### src/rtl/alarm_timer_ctrl.sv
// Alarm timing sequencer: one shared 1 s prescaler steps DISARMED/EXIT/ARMED/ENTRY/ALARM phases.
// Optional macro TAMPER_EN adds an enclosure tamper input that forces ALARM over everything else.
module alarm_timer_ctrl #(
    parameter int CYCLES_PER_SEC = 50_000_000,
    parameter int EXIT_S         = 30,
    parameter int ENTRY_S        = 15,
    parameter int SIREN_S        = 120,
    parameter int CNT_W          = 8
) (
    input  logic             clk,
    input  logic             rst,
    input  logic             arm,
    input  logic             disarm,
    input  logic             sensor,
`ifdef TAMPER_EN
    input  logic             tamper,
`endif
    output logic [2:0]       state,
    output logic             armed,
    output logic             siren,
    output logic             beep,
    output logic [CNT_W-1:0] secs_left
);

    localparam int PRESC_W = (CYCLES_PER_SEC > 1) ? $clog2(CYCLES_PER_SEC) : 1;
    localparam logic [CNT_W-1:0]   SECS_ZERO  = {CNT_W{1'b0}};
    localparam logic [CNT_W-1:0]   SECS_ONE   = CNT_W'(1);
    localparam logic [PRESC_W-1:0] PRESC_ZERO = {PRESC_W{1'b0}};
    localparam logic [PRESC_W-1:0] PRESC_ONE  = PRESC_W'(1);
    localparam logic [PRESC_W-1:0] PRESC_LAST = PRESC_W'(CYCLES_PER_SEC - 1);

    typedef enum logic [2:0] {
        ST_DISARMED = 3'd0,
        ST_EXIT     = 3'd1,
        ST_ARMED    = 3'd2,
        ST_ENTRY    = 3'd3,
        ST_ALARM    = 3'd4
    } state_e;

    state_e             state_r, state_nx_s, fsm_nx_s;
    logic [CNT_W-1:0]   secs_r, secs_nx_s, fsm_secs_s;
    logic [PRESC_W-1:0] presc_r, presc_nx_s;
    logic               beep_r, beep_nx_s;
    logic               armed_r, armed_nx_s;
    logic               siren_r, siren_nx_s;
    logic               tick_s, last_s, trans_s, timed_nx_s;

    assign tick_s = (presc_r == PRESC_LAST);
    // Treating 0 like 1 means a corrupted counter expires the phase instead of wrapping.
    assign last_s = (secs_r <= SECS_ONE);

    // Phase sequencing with disarm > arm > sensor > tick priority
    always_comb begin
        fsm_nx_s   = state_r;
        fsm_secs_s = secs_r;
        case (state_r)
            ST_DISARMED: begin
                if (arm) begin
                    fsm_nx_s   = ST_EXIT;
                    fsm_secs_s = CNT_W'(EXIT_S);
                end else begin
                    fsm_secs_s = SECS_ZERO;
                end
            end
            ST_EXIT: begin
                if (disarm) begin
                    fsm_nx_s   = ST_DISARMED;
                    fsm_secs_s = SECS_ZERO;
                end else if (tick_s && last_s) begin
                    fsm_nx_s   = ST_ARMED;
                    fsm_secs_s = SECS_ZERO;
                end else if (tick_s) begin
                    fsm_secs_s = secs_r - SECS_ONE;
                end else begin
                    fsm_secs_s = secs_r;
                end
            end
            ST_ARMED: begin
                if (disarm) begin
                    fsm_nx_s   = ST_DISARMED;
                    fsm_secs_s = SECS_ZERO;
                end else if (sensor) begin
                    fsm_nx_s   = ST_ENTRY;
                    fsm_secs_s = CNT_W'(ENTRY_S);
                end else begin
                    fsm_secs_s = SECS_ZERO;
                end
            end
            ST_ENTRY: begin
                if (disarm) begin
                    fsm_nx_s   = ST_DISARMED;
                    fsm_secs_s = SECS_ZERO;
                end else if (tick_s && last_s) begin
                    fsm_nx_s   = ST_ALARM;
                    fsm_secs_s = CNT_W'(SIREN_S);
                end else if (tick_s) begin
                    fsm_secs_s = secs_r - SECS_ONE;
                end else begin
                    fsm_secs_s = secs_r;
                end
            end
            ST_ALARM: begin
                if (disarm) begin
                    fsm_nx_s   = ST_DISARMED;
                    fsm_secs_s = SECS_ZERO;
                end else if (tick_s && last_s) begin
                    fsm_nx_s   = ST_ARMED;
                    fsm_secs_s = SECS_ZERO;
                end else if (tick_s) begin
                    fsm_secs_s = secs_r - SECS_ONE;
                end else begin
                    fsm_secs_s = secs_r;
                end
            end
            default: begin
                fsm_nx_s   = ST_DISARMED;
                fsm_secs_s = SECS_ZERO;
            end
        endcase

`ifdef TAMPER_EN
        if (tamper) begin
            state_nx_s = ST_ALARM;
            secs_nx_s  = CNT_W'(SIREN_S);
        end else begin
            state_nx_s = fsm_nx_s;
            secs_nx_s  = fsm_secs_s;
        end
`else
        state_nx_s = fsm_nx_s;
        secs_nx_s  = fsm_secs_s;
`endif
    end

    // Prescaler, beep and status flags derived from the chosen next state
    always_comb begin
        trans_s    = (state_nx_s != state_r);
        timed_nx_s = (state_nx_s == ST_EXIT) || (state_nx_s == ST_ENTRY);
        armed_nx_s = (state_nx_s == ST_ARMED) || (state_nx_s == ST_ENTRY) ||
                     (state_nx_s == ST_ALARM);
        siren_nx_s = (state_nx_s == ST_ALARM);

        // Restarting on each transition keeps the first second of every phase full length.
        if (trans_s || tick_s) begin
            presc_nx_s = PRESC_ZERO;
        end else begin
            presc_nx_s = presc_r + PRESC_ONE;
        end
`ifdef TAMPER_EN
        if (tamper) begin
            presc_nx_s = PRESC_ZERO;
        end else begin
            presc_nx_s = presc_nx_s;
        end
`endif

        if (!timed_nx_s || trans_s) begin
            beep_nx_s = 1'b0;
        end else if (tick_s) begin
            beep_nx_s = ~beep_r;
        end else begin
            beep_nx_s = beep_r;
        end
    end

    // Registered state and outputs
    always_ff @(posedge clk) begin
        if (rst) begin
            state_r <= ST_DISARMED;
            secs_r  <= SECS_ZERO;
            presc_r <= PRESC_ZERO;
            beep_r  <= 1'b0;
            armed_r <= 1'b0;
            siren_r <= 1'b0;
        end else begin
            state_r <= state_nx_s;
            secs_r  <= secs_nx_s;
            presc_r <= presc_nx_s;
            beep_r  <= beep_nx_s;
            armed_r <= armed_nx_s;
            siren_r <= siren_nx_s;
        end
    end

    assign state     = state_r;
    assign armed     = armed_r;
    assign siren     = siren_r;
    assign beep      = beep_r;
    assign secs_left = secs_r;

endmodule

### config.mk
export PLATFORM = sky130hd
export DESIGN_NAME = alarm_timer_ctrl
export DESIGN_NICKNAME = d
export VERILOG_FILES = /design/src/rtl/alarm_timer_ctrl.sv
export SDC_FILE = /design/constraint.sdc
export NUM_CORES = 1
export LEC_CHECK = 0
export ABC_AREA = 1
export CORE_ASPECT_RATIO = 1.2
export CORE_MARGIN = 4
export CORE_UTILIZATION = 50
export CTS_CLUSTER_SIZE = 12
export DETAILED_ROUTE_END_ITERATION = 10
export GPL_ROUTABILITY_DRIVEN = 0
export PLACE_DENSITY = 0.71
export SYNTH_ARGS = -nofsm -noshare
export SYNTH_HDL_FRONTEND = slang
export SYNTH_SLANG_ARGS = --single-unit
### constraint.sdc
create_clock -name clk -period 5.1 [get_ports clk]
set_clock_uncertainty 0.15 [all_clocks]
set_input_delay 1.02 -clock clk [delete_from_list [all_inputs] [get_ports clk]]
set_output_delay 1.02 -clock clk [all_outputs]
set_load 0.02 [all_outputs]
==> reports/qor.csv <==
metric,value,unit
first-pass GRT wire length,7.73,mm
post-synth cell types,29,
total track usage,0.159,
horizontal extent of the die,71.5,um
Setup crit start kind,primary input,
source of the worst register-to-register timing path,presc_r[0],
flip-flop and latch count after synthesis,40,
synthesized area per cell,7.65,um2
"Slew Viols, Final",0,
arrival time reported for the critical path endpoint,2.86,ns
reported leakage power,0.989,nW
"top cells by area, synth","dfxtp_1 33%, nor2_4 11%, xor2_1 8.7%, inv_1 7.9%, nand2_1 7.3%",
Hold Path Class,reg2reg,
total via count after detailed routing,1943,
Crit Path Class,in2reg,
Hold EP,presc_r[0],
total clock buffers created by CTS,5,
"Largest stage delay, worst path",0.49,ns
total gr overflow,0,
layout overhead on the synthesized area,12.0,%
slack of the worst reg-to-reg path,2.62,ns
setup bufs post-CTS,0,
# placed instances,390,
CTS Root Buffer Type,clkbuf_8,
H-tree levels,2,
cell breakdown of the critical path,clkdlybuf4s50_1 > nor3_1 > nand2_1 > nand3_1 > nand3_1 > nand2_1 > nor2_2 > nand2_4 > nor2_1,
number of rows created at floorplan,27,
area fraction of the dominant cell type after synthesis,0.331,
instance area at placement,2630,um2
post-cts sizing count,0,
"IR drop worst, VDD",0.000145,V
Worst setup EP type,flip-flop,
result of the run,finished clean,
post-synthesis cell type with the largest combined area,dfxtp_1,
area of the placeable core,4630,um2
capturing point of the worst reg2reg path,presc_r[11],
netlist area before placement,2420,um2
setup_tns,0,ns
HP Start,presc_r[0],
number of antenna-violating nets in the routed design,0,
dpl hpwl,3.49,mm
fmax,350,MHz
hold violation count in the final report,0,
vias in the first global route,1860,
number of primary I/O pins,19,
post-layout min period,2.86,ns
Top delay family on crit path,simple AND/OR/NAND/NOR gates,
worst relative slew slack,0.559,
ratio of routed vias to standard cells,4.89,
detailed-route DRC error count,0,
cts hold-fix bufs,0,
Synthesis Warnings,0,
drt pass-1 iters,5,
Worst Path Buf+Inv,1,
violation count after the first detailed-routing iteration,60,
worst hold path depth,1,
Tcrit/Tclk final,0.560,
number of diodes,0,
fraction of layout instances using a drive strength above 1,0.177,
worst-margin pin slew,0.661,ns
synthesized netlist net count,324,
"wirelength, routed",4.48,mm
Worst-Skew Late Latency,0.29,ns
unrepaired setup endpoints after global routing,no,
total power density per cell area,210,nW/um2
Sink Count,40,
clk buf depth,2,
number of fill cells,441,
DR WL/cell,11.3,um
hold slack,0.333,ns
clock-pin slew on the worst setup and hold paths,0.08,ns
slowest stage cell on the critical path,clkdlybuf4s50_1,
starting density of the core,0.522,
top fanout value on the critical path,26,
Finished Layout Cells,397,
max-capacitance violation count,0,
gate count of the mapped netlist,316,
Die H,84.2,um
sequential fraction of the synthesis area,0.331,
# nets final,347,
largest net degree at the start of global routing,27,
antenna violations before repair,0,
final setup fails,0,
Crit path required time,5.11,ns
die outline area,6020,um2
post-route design area,2710,um2
CTS tree,built,
depth of the most critical reg-to-reg path,12,
Port Buffer Count,18,
==> layout by cell type, fill, tap and decap left out, types with 2 or more instances in the layout <==
cell	n
nand3_1	19
xor2_1	24
dfxtp_1	40
a31oi_1	2
nand3_2	4
nand4_1	10
nand2_4	2
or2_2	3
xnor2_1	3
nor2_2	6
nor2_4	24
inv_1	51
clkinv_2	2
nor2_1	37
nand2_1	47
nand2_2	6
nor3_1	6
nor4_1	3
a21oi_1	2
o21ai_0	9
ha_1	3
clkdlybuf4s50_1	18
clkbuf_8	5
o22ai_1	2
inv_2	5
==> flip-flops by register name, indices dropped and copies added, names as in the netlist <==
register and cells:
presc_r 26, beep 1, secs_left 8, state 3
armed 1, siren 1
==> where the power goes <==
group	internal [mW]	switching [mW]	total (mW)
combinational	0.0168	0.0338	0.0507
sequential	0.316	0.00383	0.320
clock	0.0930	0.105	0.198
==> final cells by class <==
cell class	instances	area (um2)	area share
Multi-Input combinational cell	217	1360	0.503
Inverter	57	215	0.0795
Clock inverter	1	5.00	0.00185
Timing Repair Buffer	18	180	0.0665
Tap cell	58	72.6	0.0268
Clock buffer	6	72.6	0.0268
Sequential cell	40	801	0.296
==> cell usage after synthesis (all sizes together) <==
master   n
o21ai    9
nand3   23
o22ai    2
nand2   55
and3     1
or2      3
xnor2    3
nand4   11
a221oi   1
dfxtp   40
ha       3
nor3     7
inv     56
xor2    24
a21oi    2
buf      2
a31oi    2
nor4     4
nor2    67
clkinv   1
==> metal layers <==
metal | part of all wire | routed length, um | vias to the layer above | GRT usage
met5 | 0 | 0 | - | 0
met4 | 0.021 | 93 | 0 | 0.0650
met3 | 0.027 | 123 | 8 | 0.0383
met2 | 0.50 | 2240 | 29 | 0.283
met1 | 0.45 | 2030 | 878 | 0.180
li1 | - | - | 1028 | -
==> metrics by stage <==
step	setup WS (ns)	utilization	power (mW)
floorplan	2.84	-	0.368
global placement	2.02	0.568	0.378
detailed placement	1.93	0.568	0.378
CTS	2.25	0.585	0.575
global route	2.12	0.585	0.596
finish	2.24	0.585	0.569
==> cell families (layout without fill, tap and decap cells) <==
group,after synthesis,count (layout),synth area share
buffers and inverters,59,82,0.106
DFF,40,40,0.331
adders and majority gates,3,3,0.0155
xor gates and xnor gates,27,27,0.0978
and+or+nand+nor,171,171,0.413
AOI/OAI and AO/OA,16,16,0.0367
==> how the worst max path moves through the flow <==
| stage | start | end | slack (ns) | cells after the start |
|---|---|---|---|---|
| finish | disarm | presc_r[11] | 2.24 | 9 |
| global route | disarm | presc_r[10] | 2.12 | 9 |
| CTS | disarm | presc_r[11] | 2.25 | 9 |
| detailed placement | disarm | presc_r[11] | 1.93 | 9 |
| global placement | disarm | presc_r[11] | 2.02 | 8 |
| floorplan | disarm | presc_r[3] | 2.84 | 8 |
(Power assumes the default switching activity.)
